**config.mk**
```make
export PLATFORM = sky130hd
export DESIGN_NAME = bcd_sevenseg_scanner
export DESIGN_NICKNAME = d
export VERILOG_FILES = /design/src/rtl/bcd_sevenseg_scanner.sv
export SDC_FILE = /design/constraint.sdc
export NUM_CORES = 1
export LEC_CHECK = 0
export ABC_AREA = 1
export CORE_UTILIZATION = 49
export CTS_CLUSTER_DIAMETER = 30
export DETAILED_ROUTE_END_ITERATION = 10
export PLACE_DENSITY = 0.79
export SLEW_MARGIN = 40
export SYNTH_ARGS = -nofsm -noshare
export SYNTH_HDL_FRONTEND = slang
export SYNTH_SLANG_ARGS = --single-unit
```
**constraint.sdc**
```tcl
create_clock -name clk -period 2.1 [get_ports clk]
set_input_delay 0.42 -clock clk [delete_from_list [all_inputs] [get_ports clk]]
set_output_delay 0.42 -clock clk [all_outputs]
set_load 0.005 [all_outputs]
```
**src/rtl/bcd_sevenseg_scanner.sv**
```systemverilog
// Multiplexed driver for a four-digit common-anode seven-segment display.
// Latches a three-digit BCD value on load and scans it onto digits 0-2 with blanking.
module bcd_sevenseg_scanner #(
  parameter int REFRESH_DIV  = 100000,
  parameter int BLANK_CYCLES = 16,
  parameter int BLANK_LZ     = 1
) (
  input  logic       clk,
  input  logic       rst_n,
  input  logic       load,
  input  logic [3:0] ones,
  input  logic [3:0] tens,
  input  logic [1:0] hundreds,
  output logic [3:0] an,
  output logic [6:0] seg,
  output logic       dp
);

  localparam int              CW        = (REFRESH_DIV > 2) ? $clog2(REFRESH_DIV) : 1;
  localparam logic [CW-1:0]   CNT_MAX   = CW'(REFRESH_DIV - 1);
  localparam logic [CW-1:0]   BLANK_END = CW'(BLANK_CYCLES);
  localparam bit              LZ_EN     = (BLANK_LZ != 0);

  logic [CW-1:0] cnt;
  logic [1:0]    idx;
  logic [1:0]    h_q;
  logic [3:0]    t_q;
  logic [3:0]    o_q;

  logic [3:0]    an_d;
  logic [6:0]    seg_d;
  logic [3:0]    digit;
  logic          lz_blank;

  function automatic logic [6:0] decode(input logic [3:0] d);
    case (d)
      4'd0:    decode = 7'h40;
      4'd1:    decode = 7'h79;
      4'd2:    decode = 7'h24;
      4'd3:    decode = 7'h30;
      4'd4:    decode = 7'h19;
      4'd5:    decode = 7'h12;
      4'd6:    decode = 7'h02;
      4'd7:    decode = 7'h78;
      4'd8:    decode = 7'h00;
      4'd9:    decode = 7'h10;
      default: decode = 7'h3F;  // non-BCD input shows a dash
    endcase
  endfunction

  // Next display value, built from the pre-edge scan position and latched digits.
  always_comb begin
    an_d     = 4'b1111;
    seg_d    = 7'h7F;
    digit    = o_q;
    lz_blank = 1'b0;
    case (idx)
      2'd1: begin
        digit    = t_q;
        lz_blank = LZ_EN && (h_q == 2'd0) && (t_q == 4'd0);
      end
      2'd2: begin
        digit    = {2'b00, h_q};
        lz_blank = LZ_EN && (h_q == 2'd0);
      end
      default: begin
        digit    = o_q;
        lz_blank = 1'b0;
      end
    endcase
    if ((cnt >= BLANK_END) && !lz_blank) begin
      an_d  = ~(4'b0001 << idx);
      seg_d = decode(digit);
    end
  end

  always_ff @(posedge clk) begin
    if (!rst_n) begin
      cnt <= '0;
      idx <= 2'd0;
      h_q <= 2'd0;
      t_q <= 4'd0;
      o_q <= 4'd0;
      an  <= 4'b1111;
      seg <= 7'h7F;
      dp  <= 1'b1;
    end else begin
      if (load) begin
        h_q <= hundreds;
        t_q <= tens;
        o_q <= ones;
      end
      if (cnt == CNT_MAX) begin
        cnt <= '0;
        idx <= (idx == 2'd2) ? 2'd0 : idx + 2'd1;
      end else begin
        cnt <= cnt + CW'(1);
      end
      an  <= an_d;
      seg <= seg_d;
      dp  <= 1'b1;
    end
  end

endmodule

```
==> results of run 1 <==
## power groups by stage
stage	clock network, mW	logic, mW	registers (mW)
4_1_cts	0.661	0.115	0.789
3_5_place_dp	0	0.114	0.807
2_1_floorplan	0	0.0776	0.803
3_3_place_gp	0	0.111	0.807
5_1_grt	0.687	0.134	0.793
6_report	0.643	0.113	0.790
## layout by cell type (no fill, tap or decap), types with 4 or more instances in the layout
cell type and n:
sky130_fd_sc_hd__a21oi_1 7, sky130_fd_sc_hd__clkbuf_8 5, sky130_fd_sc_hd__clkdlybuf4s50_1 23, sky130_fd_sc_hd__dfxtp_1 40, sky130_fd_sc_hd__ha_1 11, sky130_fd_sc_hd__inv_1 21
sky130_fd_sc_hd__nand2_1 60, sky130_fd_sc_hd__nand2_2 5, sky130_fd_sc_hd__nand3_1 20, sky130_fd_sc_hd__nor2_1 53, sky130_fd_sc_hd__nor3_1 4, sky130_fd_sc_hd__o21ai_0 15
sky130_fd_sc_hd__or2_2 4, sky130_fd_sc_hd__xor2_1 4
## worst paths after layout
check        startpoint      to  slack (ns)  depth (start not counted)
max              idx[0]  seg[3]        0.12                         11
min              o_q[3]  o_q[3]        0.46                          2
max reg2reg      idx[0]  seg[3]        0.12                         11
min reg2reg      o_q[3]  o_q[3]        0.46                          2
## area by class of cell
class	count	area (um^2)
Clock inverter	3	46.3
Fill cell	333	1410
Clock buffer	5	68.8
Sequential cell	40	801
Inverter	24	90.1
Multi-Input combinational cell	202	1050
Timing Repair Buffer	25	245
Tap cell	48	60.1
## flip-flops by register name, indices dropped and copies added (netlist names)
| signal | flops |
|---|---|
| o_q | 4 |
| t_q | 4 |
| idx | 2 |
| an | 4 |
| seg | 7 |
| h_q | 2 |
| cnt | 17 |
## stage by stage
step	cell area, um^2	power [mW]	cells
floorplan	1970	0.881	271
global placement	2250	0.918	339
detailed placement	2250	0.922	339
CTS	2360	1.57	347
global route	2360	1.61	347
finish	2360	1.55	347
## critical path, stage by stage (launching register included)
cell                      delay (ns)
sky130_fd_sc_hd__dfxtp_1        0.39
sky130_fd_sc_hd__inv_1          0.11
sky130_fd_sc_hd__ha_1           0.39
sky130_fd_sc_hd__or2_2          0.30
sky130_fd_sc_hd__nand2_1        0.10
sky130_fd_sc_hd__inv_1          0.07
sky130_fd_sc_hd__ha_1           0.28
sky130_fd_sc_hd__inv_1          0.04
sky130_fd_sc_hd__nand2_1        0.06
sky130_fd_sc_hd__nand2_1        0.05
sky130_fd_sc_hd__nand2_1        0.05
sky130_fd_sc_hd__nand2_1        0.05
## metal layers
metal  part of all wire (%)  vias up
met3                    5.3        6
li1                       -      896
met4                    2.0        0
met1                     49      719
met2                     44       44
met5                      0        -
## cell families after synthesis
| group | count (synthesis) | share of synthesized area, % |
|---|---|---|
| adder cells (fa/ha/maj) | 11 | 6.98 |
| flip-flops | 40 | 40.6 |
| AO/OA/AOI/OAI | 25 | 7.24 |
| XOR/XNOR | 7 | 3.11 |
| AND/OR/NAND/NOR | 158 | 35.7 |
| buffers and inverters | 29 | 6.10 |
| other | 1 | 0.190 |
==> reports/results.md, run 1 <==
| Metric | This run | Unit |
|---|---|---|
| Total internal power | 1.19 | mW |
| Crit Path Category | reg2reg | - |
| Category of the worst setup path capture point | register | - |
| I/O pin count | 25 | - |
| Maximum level of the CTS H-tree | 2 | - |
| Worst min path class | reg2reg | - |
| Die Span X | 65.4 | um |
| Global-route wire length before repair | 6420 | um |
| Number of search-and-repair iterations in the first detailed-routing pass | 4 | - |
| Maximum vdd ir drop | 0.348 | mV |
| Synthesis Warnings | 0 | - |
| Diodes inserted | 0 | - |
| Total number of vias | 1,665 | - |
| Total negative slack | 0 | ns |
| Setup Skew | 0.00607 | ns |
| Count of endpoints failing hold in the final timing report | 0 | - |
| Async S/R FF share, synth | 0 | % |
| Layout cells sized above 1 | 11.0 | % |
| Leak pwr | 0.941 | nW |
| Final critical-path share of the clock period | 94.1 | % |
| Signed area change from the synthesized netlist to the final layout | 19.8 | % |
| Logic pwr share | 7.3 | % |
| Sequential Power Share | 51.1 | % |
| Number of buffers added for setup after CTS | 0 | - |
| Post-layout utilization of the core | 62.6 | % |
| Proportion of netlist area held by the largest area contributor | 40.6 | % |
| Library cells used by synthesis | 27 | - |
| Post-CTS clock slew at the launch and capture registers of the worst setup and hold paths | 0.08 | ns |
| Count of state elements after synthesis | 40 | - |
| Via count of the first global-routing pass | 1,492 | - |
| Drt first-iter violations | 37 | - |
| Clock Root Buffer | sky130_fd_sc_hd__clkbuf_8 | - |
| Synth cell count leaders | sky130_fd_sc_hd__nand2_1 (60), sky130_fd_sc_hd__nor2_1 (53), sky130_fd_sc_hd__dfxtp_1 (40) | - |
| Post-layout nets | 322 | - |
| Max Cap Violations | 0 | - |
| Total GRT Usage | 19.6 | % |
| Cts-stage hold buffer count | 0 | - |
| Setup Slack @ Placement | 0.132 | ns |
| Switching power of the nets | 0.360 | mW |
| Detailed-placement wirelength estimate | 2690 | um |
| Worst hold-check slack | 0.456 | ns |
| TritonCTS clock tree | yes | - |
| Placeable core region | 3770 | um^2 |
| Power Dens Cells | 655 | nW/um^2 |
| Cell with the most instances after synthesis | sky130_fd_sc_hd__nand2_1 | - |
| Total clock buffers created by CTS | 5 | - |
| Post-Synthesis Net Count | 295 | - |
| Tmin final | 1.98 | ns |
| Number of buffers inserted by port buffering | 23 | - |
| Post-synthesis instance total | 271 | - |
| Die Height | 65.4 | um |
| Antenna violations before repair | 0 | - |
| Critical-path maximum fanout | 7 | - |
| Unrepaired setup endpoints after global routing | no | - |
| Number of enable flip-flop cells after synthesis | 0 | - |
| Post-detailed-route via-to-cell ratio | 4.80 | - |
| Share of total power consumed by net switching | 23.3 | % |
| Wire length after detailed routing | 3540 | um |
| TritonCTS Sinks | 40 | - |
| Num rows | 22 | - |
| Synth Cell Area | 1970 | um^2 |
| GR met2 Demand/Resource | 29.6 | % |
| Final weighted congestion in routability-driven placement | 0.877 | - |
| Cell taking the most area after synthesis | sky130_fd_sc_hd__dfxtp_1 | - |
| Global routing usage on met3 | 5.90 | % |
| Arrival time of the worst setup path | 2.17 | ns |
| Post-route setup slack | 0.123 | ns |
| Global-route track usage on met1 | 25.5 | % |
| Post-cts gate resize count | 0 | - |
| Clock network fraction of design power | 41.6 | % |
| Pin count of the biggest net entering global routing | 18 | - |
| Remaining antenna violation count after routing | 0 | - |
| Clock Tree Buf Depth | 2 | - |
| Launching element type of the critical path | register | - |
| Result of the run | finished clean | - |
| Drt drc | 0 | - |
| Commonest register cell after synthesis | sky130_fd_sc_hd__dfxtp_1 | - |
| Timing-limited maximum frequency | 0.506 | GHz |
| Number of slew-limit violations in the final report | 0 | - |
| Leading cell types by total area after synthesis | sky130_fd_sc_hd__dfxtp_1 (41%), sky130_fd_sc_hd__nand2_1 (11%), sky130_fd_sc_hd__nor2_1 (10%) | - |
| Starting density of the core | 52.3 | % |
| Wire length per cell after detailed routing | 10.2 | um |
| Congestion Overflow GR | 0 | - |
| Clock insertion delay at the later pin of the skew report | 0.30 | ns |
| Area enclosed by the die boundary | 4280 | um^2 |
| Avg Synthesized Cell Area | 7.27 | um^2 |
| Required arrival time at the worst endpoint | 2.29 | ns |
| GRT busiest layer | met2 | - |
| Setup violation total in the final timing report | 0 | - |
| Seq/Total Area, Yosys | 40.6 | % |
No activity file was read; power rests on OpenSTA's default activity.
==> run 2, diff against run 1 <==
--- a/config.mk
+++ b/config.mk
@@ -10,6 +10,7 @@
 export CTS_CLUSTER_DIAMETER = 30
 export DETAILED_ROUTE_END_ITERATION = 10
 export PLACE_DENSITY = 0.79
+export RECOVER_POWER = 50
 export SLEW_MARGIN = 40
 export SYNTH_ARGS = -nofsm -noshare
 export SYNTH_HDL_FRONTEND = slang
==> run 2 against run 1 <==
Compared with the run above:
- clock skew down 0.00070 ns
- highest routed layer unchanged
- sequential power barely moved
- largest cell class unchanged
- largest power group unchanged
- first-iteration DRC count unchanged
- design area shrank 0.11%
- clock power about the same
- critical path depth unchanged
- worst setup slack better by 0.0057 ns
- sequential share of layout area barely moved
- utilization decreased by 0.066 points
- critical endpoint unchanged
- combinational power hardly changed
==> reports/results.md, run 2 (synthesis gave the netlist of run 1 again) <==
| Metric | This run | Unit |
|---|---|---|
| Slowest cell on the critical path | sky130_fd_sc_hd__dfxtp_1 | - |
| Pin count of the biggest net entering global routing | 18 | - |
| Num rows | 22 | - |
| Global-route wire length before repair | 6420 | um |
| Post-layout nets | 322 | - |
| Starting density of the core | 52.3 | % |
| Largest reg by FF count | cnt | - |
| Die Span X | 65.4 | um |
| TritonCTS Sinks | 40 | - |
| Timing-limited maximum frequency | 0.507 | GHz |
| Number of buffers inserted by port buffering | 23 | - |
| Number of slew-limit violations in the final report | 0 | - |
| Fill cell instance count of the final layout | 334 | - |
| Total number of vias | 1,669 | - |
| Most frequent cells in the layout | sky130_fd_sc_hd__nand2_1 (61), sky130_fd_sc_hd__nor2_1 (53), sky130_fd_sc_hd__dfxtp_1 (40) | - |
| Number of buffers added for setup after CTS | 0 | - |
| Setup Skew | 0.00538 | ns |
| Cts-stage hold buffer count | 0 | - |
| Tmin final | 1.97 | ns |
| Remaining antenna violation count after routing | 0 | - |
| Leak pwr | 0.908 | nW |
| Final weighted congestion in routability-driven placement | 0.877 | - |
| Unrepaired setup endpoints after global routing | no | - |
| Drt first-iter violations | 37 | - |
| Worst path max stage delay | 0.39 | ns |
| Power after layout | 1.55 | mW |
| Antenna violations before repair | 0 | - |
| Number of search-and-repair iterations in the first detailed-routing pass | 4 | - |
| Diodes inserted | 0 | - |
| Max Cap Violations | 0 | - |
| Crit path buf inv count | 3 | - |
| Flip-flop count of the largest register after layout | 17 | - |
| Required arrival time at the worst endpoint | 2.29 | ns |
| Inst Count DP | 339 | - |
| Post-detailed-route via-to-cell ratio | 4.81 | - |
| Maximum vdd ir drop | 0.348 | mV |
| Final cell count without fillers | 347 | - |
| Worst Tran Pin Value | 0.585 | ns |
| Die Height | 65.4 | um |
| Worst min path class | reg2reg | - |
| Result of the run | finished clean | - |
| Post-cts gate resize count | 0 | - |
| Post-CTS clock slew at the launch and capture registers of the worst setup and hold paths | 0.08 | ns |
| Clock Tree Buf Depth | 2 | - |
| Detailed-placement wirelength estimate | 2690 | um |
| Most common cell after layout, fill and taps aside | sky130_fd_sc_hd__nand2_1 | - |
| Power Dens Cells | 655 | nW/um^2 |
| Arrival time of the worst setup path | 2.17 | ns |
| Area enclosed by the die boundary | 4280 | um^2 |
| Layout cells sized above 1 | 10.7 | % |
| I/O pin count | 25 | - |
| TritonCTS clock tree | yes | - |
| Worst max-slew margin expressed relative to the limit | 60.9 | % |
| Placeable core region | 3770 | um^2 |
| Via count of the first global-routing pass | 1,492 | - |
| Total clock buffers created by CTS | 5 | - |
| Crit Path Category | reg2reg | - |
| Final critical-path share of the clock period | 93.8 | % |
| Clock insertion delay at the later pin of the skew report | 0.30 | ns |
| DP Area | 2250 | um^2 |
| Clock Root Buffer | sky130_fd_sc_hd__clkbuf_8 | - |
| Category of the worst setup path capture point | register | - |
| Maximum level of the CTS H-tree | 2 | - |
| Drt drc | 0 | - |
| Post-layout instance area | 2360 | um^2 |
| Setup violation total in the final timing report | 0 | - |
| Total GRT Usage | 19.6 | % |
| Launching element type of the critical path | register | - |
| Largest registers | cnt x17, seg x7 | - |
| Signed area change from the synthesized netlist to the final layout | 19.7 | % |
| Wire length after detailed routing | 3540 | um |
| Cell type group with the largest total delay on the critical path | adder cells | - |
| Wire length per cell after detailed routing | 10.2 | um |
| Worst hold-check slack | 0.456 | ns |
| Worst path cell trace | inv_1 -> ha_1 -> or2_2 -> nand2_1 -> inv_1 -> ha_1 -> inv_1 -> nand2_1 -> nand2_1 -> nand2_1 -> nand2_1 | - |
| Count of endpoints failing hold in the final timing report | 0 | - |
| Critical-path maximum fanout | 7 | - |
| Cell type with the highest occurrence count on the critical path | sky130_fd_sc_hd__nand2_1 | - |
| Congestion Overflow GR | 0 | - |
| Total negative slack | 0 | ns |
-- run 2: changes by cell type in the layout (fill, tap and decap cells not counted), sizes merged --
cell           change
dlygate4sd3       +12
clkdlybuf4s50     -12
-- run 2: worst paths after layout --
kind | startpoint | end | slack [ns] | cells after the start
setup reg to reg | idx[0] | seg[3] | 0.13 | 11
hold reg to reg | o_q[3] | o_q[3] | 0.46 | 2
hold / removal | o_q[3] | o_q[3] | 0.46 | 2
setup / recovery | idx[0] | seg[3] | 0.13 | 11
-- run 2: report_power, final --
part           internal, mW  switching [mW]  total, mW
combinational        0.0516          0.0609      0.113
clock                 0.358           0.285      0.643
sequential            0.776          0.0138      0.790
-- run 2: layout make-up --
cell class	instances	area, um^2	share of cell area, %
Multi-Input combinational cell	202	1050	44.4
Sequential cell	40	801	34.0
Timing Repair Buffer	25	245	10.4
Inverter	24	90.1	3.82
Clock buffer	5	68.8	2.92
Tap cell	48	60.1	2.55
Clock inverter	3	46.3	1.96
-- run 2: per-layer routing --
layer / share of wire, % / vias up / GRT usage (%)
met3: 5.5 / 6 / 5.90
met4: 2.0 / 0 / 8.70
met5: 0 / - / 0
met1: 49 / 722 / 25.5
li1: - / 896 / -
met2: 44 / 45 / 29.6
-- run 2: through the flow --
stage | worst slack [ns] | utilization [%]
final | 0.129 | 62.5
after global routing | 0.00648 | 62.5
after CTS | 0.122 | 62.6
after detailed placement | 0.132 | 59.6
after global placement | 0.200 | 59.6
after floorplan | 0.205 | -
-- run 2: worst reg2reg max path, delay by kind of cell, from the launching register on --
kind / cells / cell delay, ns
fa+ha+maj: 2 / 0.67
flops: 1 / 0.39
buf+inv: 3 / 0.22
simple gates: 6 / 0.61
==> run 3, diff against run 2 <==
--- a/config.mk
+++ b/config.mk
@@ -6,10 +6,10 @@
 export NUM_CORES = 1
 export LEC_CHECK = 0
 export ABC_AREA = 1
-export CORE_UTILIZATION = 49
+export CORE_UTILIZATION = 35
 export CTS_CLUSTER_DIAMETER = 30
 export DETAILED_ROUTE_END_ITERATION = 10
-export PLACE_DENSITY = 0.79
+export PLACE_DENSITY = 0.62
 export RECOVER_POWER = 50
 export SLEW_MARGIN = 40
 export SYNTH_ARGS = -nofsm -noshare
==> run 3 against run 2 <==
Compared with the run above:
- sequential power hardly changed
- design area fell by 0.16%
- first-iteration DRC count up 86%
==> reports/results.md, run 3 (synthesis gave the netlist of run 1 again) <==
| Metric | This run | Unit |
|---|---|---|
| Result of the run | finished clean | - |
| Worst r2r path cells | 11 | - |
| TritonCTS Sinks | 40 | - |
| Cts-stage hold buffer count | 0 | - |
| Most common cell after layout, fill and taps aside | sky130_fd_sc_hd__nand2_1 | - |
| Count of endpoints failing hold in the final timing report | 0 | - |
| Wire length after detailed routing | 3580 | um |
| Tmin final | 1.92 | ns |
| Final weighted congestion in routability-driven placement | 0.803 | - |
| Post-detailed-route via-to-cell ratio | 4.44 | - |
| Drt first-iter violations | 69 | - |
| Flip-flop count of the largest register after layout | 17 | - |
| Arrival time of the worst setup path | 2.11 | ns |
| End of the worst register-to-register path | seg[3] | - |
| Number of search-and-repair iterations in the first detailed-routing pass | 4 | - |
| Antenna violations before repair | 0 | - |
| End of the critical path | seg[3] | - |
| Global-route wire length before repair | 6580 | um |
| Worst hold-check slack | 0.449 | ns |
| Setup Skew | 0.00450 | ns |
| Maximum level of the CTS H-tree | 2 | - |
| Clock Tree Buf Depth | 2 | - |
| Share of total power consumed by net switching | 24.1 | % |
| I/O pin count | 25 | - |
| Area enclosed by the die boundary | 5930 | um^2 |
| Total internal power | 1.05 | mW |
| Total negative slack | 0 | ns |
| Timing-limited maximum frequency | 0.520 | GHz |
| Worst max-slew margin expressed relative to the limit | 58.9 | % |
| Final critical-path share of the clock period | 91.5 | % |
| TritonCTS clock tree | yes | - |
| Post-CTS clock slew at the launch and capture registers of the worst setup and hold paths | 0.08 | ns |
| Post-layout nets | 322 | - |
| Unrepaired setup endpoints after global routing | no | - |
| Leak pwr | 0.894 | nW |
| Wire length per cell after detailed routing | 9.74 | um |
| Starting density of the core | 37.4 | % |
| Crit path launch | idx[0] | - |
| Max Cap Violations | 0 | - |
| Largest registers | cnt x17, seg x7 | - |
| Remaining antenna violation count after routing | 0 | - |
| Worst min path class | reg2reg | - |
| Number of buffers inserted by port buffering | 23 | - |
| Slowest cell on the critical path | sky130_fd_sc_hd__dfxtp_1 | - |
| Crit Path Category | reg2reg | - |
| Signed area change from the synthesized netlist to the final layout | 19.5 | % |
| Category of the worst setup path capture point | register | - |
| Critical-path maximum fanout | 6 | - |
| Setup violation total in the final timing report | 0 | - |
| Detailed-placement wirelength estimate | 2690 | um |
| Internal reg-to-reg setup slack | 0.18 | ns |
| Maximum vdd ir drop | 0.232 | mV |
| Worst path cell trace | inv_1 -> ha_1 -> or2_2 -> nand2_2 -> inv_1 -> ha_1 -> inv_1 -> nand2_1 -> nand2_1 -> nand2_1 -> nand2_1 | - |
| Required arrival time at the worst endpoint | 2.28 | ns |
| Most frequent cells in the layout | sky130_fd_sc_hd__nand2_1 (60), sky130_fd_sc_hd__nor2_1 (53), sky130_fd_sc_hd__dfxtp_1 (40) | - |
| Total clock buffers created by CTS | 5 | - |
| Diodes inserted | 0 | - |
| Pin count of the biggest net entering global routing | 18 | - |
| Clock Root Buffer | sky130_fd_sc_hd__clkbuf_8 | - |
| Congestion Overflow GR | 0 | - |
| Die Height | 77.0 | um |
| Num rows | 26 | - |
| Largest reg by FF count | cnt | - |
| Clock insertion delay at the later pin of the skew report | 0.29 | ns |
| Number of slew-limit violations in the final report | 0 | - |
| Clock network fraction of design power | 34.9 | % |
| Switching power of the nets | 0.333 | mW |
| Start of the worst register-to-register path | idx[0] | - |
| Power Dens Cells | 588 | nW/um^2 |
| Launching element type of the critical path | register | - |
| Via count of the first global-routing pass | 1,550 | - |
| Worst Tran Pin Value | 0.616 | ns |
| Layout cells sized above 1 | 10.7 | % |
| Logic pwr share | 8.0 | % |
| Drt drc | 0 | - |
| Total number of vias | 1,634 | - |
| Die Span X | 77.0 | um |
| Sequential Power Share | 57.0 | % |
| Placeable core region | 5270 | um^2 |
| Cell type with the highest occurrence count on the critical path | sky130_fd_sc_hd__nand2_1 | - |
| Worst path max stage delay | 0.39 | ns |
| Total GRT Usage | 13.9 | % |
run 3: worst min-delay path by stage:
stage	startpoint	end	depth (start not counted)
final	o_q[3]	o_q[3]	2
after detailed placement	o_q[3]	o_q[3]	2
after global routing	o_q[3]	o_q[3]	2
after CTS	o_q[3]	o_q[3]	2
after global placement	o_q[3]	o_q[3]	2
after floorplan	o_q[3]	o_q[3]	2
run 3: per-layer routing:
layer  track usage, %  routed length, um  vias to the layer above
met5                0                  0                        -
met4             6.98                 69                        0
met3             3.57                111                        6
met2             21.4               1550                       27
met1             17.8               1860                      708
li1                 -                  -                      893
run 3: final cells by class:
class | instances | area, um^2
Inverter | 24 | 90.1
Tap cell | 70 | 87.6
Clock buffer | 5 | 68.8
Fill cell | 560 | 2920
Clock inverter | 2 | 12.5
Multi-Input combinational cell | 202 | 1050
Sequential cell | 40 | 801
Timing Repair Buffer | 25 | 245
run 3: timing repair:
action	4_1_cts	5_1_grt
resized for setup	0	1
endpoints found under the hold margin	0	0
setup endpoints to repair	0	2
buffers inserted	0	0
run 3: worst max-delay path, delay by kind of cell (launching register included):
family                   cells  cell delay (ns)
flip-flops                   1             0.39
buffers and inverters        3             0.22
adder cells (fa/ha/maj)      2             0.60
AND/OR/NAND/NOR              6             0.61
run 3: stage by stage:
stage	utilization [%]	instance area, um^2	power [mW]	setup slack [ns]	instances
CTS	44.7	2350	1.41	0.113	368
global route	44.7	2350	1.46	0.0230	368
floorplan	-	1970	0.881	0.205	271
finish	44.7	2350	1.38	0.178	368
detailed placement	43.1	2270	0.919	0.124	361
global placement	43.1	2270	0.918	0.220	361
run 3: power by group through the flow:
stage	sequential, mW	clock [mW]	combinational (mW)
after global placement	0.807	0	0.111
final	0.790	0.483	0.111
after CTS	0.789	0.503	0.112
after global routing	0.793	0.537	0.130
after floorplan	0.803	0	0.0776
after detailed placement	0.807	0	0.112
==> RTL edit: new RTL, config.mk and constraints of run 3 <==
Remove the register `an`: a continuous assignment takes its place, so the output `an` follows one clock earlier.
--- a/src/rtl/bcd_sevenseg_scanner.sv
+++ b/src/rtl/bcd_sevenseg_scanner.sv
@@ -82,5 +82,4 @@
       t_q <= 4'd0;
       o_q <= 4'd0;
-      an  <= 4'b1111;
       seg <= 7'h7F;
       dp  <= 1'b1;
@@ -97,5 +96,4 @@
         cnt <= cnt + CW'(1);
       end
-      an  <= an_d;
       seg <= seg_d;
       dp  <= 1'b1;
@@ -103,4 +101,6 @@
   end
 
+  assign an = an_d;
+
 endmodule
 
Behaviour: no difference found for any inputs over 10 cycles, from zero or initial values and one cycle with rst_n low; that may be too few to reach the edited logic, so the function may still have changed.
==> RTL edit against run 3 <==
Via count increased by 10%. Wire length increased by 17%. Power increased by 7.5%. Sequential cell count decreased by 4. Setup slack got worse by 0.075 ns. Die area decreased by 0.93%. Fmax decreased by 3.8%. Area after synthesis decreased by 0.95%. Design area increased by 10%. Critical path type unchanged. Highest routed layer unchanged.
==> RTL edit: results (changes against run 3) <==
critical_path:
  critPathMaxFanout: 5  # -1
  arrival_ns: 2.23  # +0.12 ns
  slowest_stage: "dfxtp_2"
  r2r_start: "idx[1]"
  reg2reg_depth: 15  # +4
  crit_start: "idx[1]"
  r2r_setup_slack_ns: 0.10  # -0.07 ns
  cpPeakStageDelay_ns: 0.34  # -0.05 ns
clocking:
  clkLatencyLatePin_ns: 0.28
  path_clk_slew_ns: 0.07
pwr:
  peakVddDrop_mv: 0.322  # +39%
  internal_power_mw: 1.17  # +11%
logic_synthesis:
  synth-xor-area-share_pct: 2.24  # -0.87 points
  syn_nets: 298  # +1.0%
  synthAdderAreaFrac_pct: 7.05  # +0.067 points
  synth-seq-area-share_pct: 36.9  # -3.7 points
  synth_top_cells_by_area: "dfxtp_1 (37%), nand2_1 (11%), nor2_1 (8.5%), ha_1 (7.1%), inv_1 (5.4%)"
  yosysTopAreaCellShare_pct: 36.9  # -3.7 points
  synth_compound_area_share_pct: 9.68  # +2.4 points
  ys_types: 30  # +11%
  avgSynthCellArea_um2: 7.12  # -2.0%
sta:
  hold_ws_ns: 0.472  # +0.0230 ns
  worstMarginPinSlew_ns: 0.536  # -0.0801 ns
  fin_skew_ns: 0.00384  # -0.000659 ns
placement:
  place_area_um2: 2350  # +3.6%
  place_inst: 379  # +5.0%
  place_congestion: 0.857  # +6.7%
  dp_hpwl_um: 3030  # +12%
route:
  wl_per_cell_um: 10.7  # +9.7%
  vias_per_cell: 4.57  # +2.9%
  routed-wl-met2_um: 1840  # +19%
  met1_length_um: 2050  # +10%
  dr.first_iter.drc_count: 95  # +38%
status:
  outcome: "completed"
final_layout:
  stdcell_count: 394  # +7.1%
  drive_above_1_share_pct: 21.9  # +11 points
  nNetsFinal: 347  # +7.8%
global_routing:
  grtUsageTotal_pct: 15.9  # +2.0 points
  grt_pass1_wl_um: 7530  # +14%
  grt_pass1_vias: 1731  # +12%
hold_path:
  holdPathStages: 2  # unchanged
[RTL edit: cell count changes after synthesis, moves of 2 or more]
cell	run 3	this run
a21oi_1	7	10
nor3_1	4	2
o21ai_0	15	17
nand3_1	20	16
dfxtp_1	40	36
nor2_2	3	11
a21oi_2	0	3
inv_1	21	28
nor2_1	53	44
xor2_1	4	1
nand4_1	0	5
[RTL edit: cell type report]
type	instances	area (um^2)
sequential	36	723
fill	501	2640
clock buffer	7	96.3
multi-input combinational	202	1130
clock inverter	1	30.0
tap	70	87.6
timing repair buffer	47	414
inverter	31	119
[RTL edit: what timing repair did]
item / in CTS / in global routing
resized for setup: 16 / 13
pin swaps: 5 / 5
buffers inserted: 9 / 0
endpoints found under the hold margin: 0 / 0
setup endpoints to repair: 4 / 9
gates cloned: 0 / 0
[RTL edit: worst reg2reg max path, stage by stage, from the launching register on]
cell	delay, ns
dfxtp_2	0.34
inv_2	0.05
ha_4	0.28
inv_4	0.04
nor3_4	0.11
nand2_2	0.09
buf_6	0.12
buf_4	0.12
buf_4	0.12
buf_4	0.12
buf_4	0.12
buf_4	0.12
buf_4	0.13
nand3_4	0.06
nor2_4	0.05
nand2_1	0.06
[RTL edit: power by group through the flow]
stage	logic, mW	clock network (mW)	registers [mW]
floorplan	0.0794	0	0.725
global placement	0.114	0	0.729
detailed placement	0.116	0	0.729
CTS	0.117	0.674	0.714
global route	0.132	0.712	0.717
finish	0.113	0.659	0.715
[RTL edit: per-layer routing]
layer | up-vias | global-route usage, %
met2 | 40 | 25.1
met1 | 793 | 20.3
met5 | - | 0
met4 | 0 | 7.88
met3 | 11 | 3.69
li1 | 956 | -
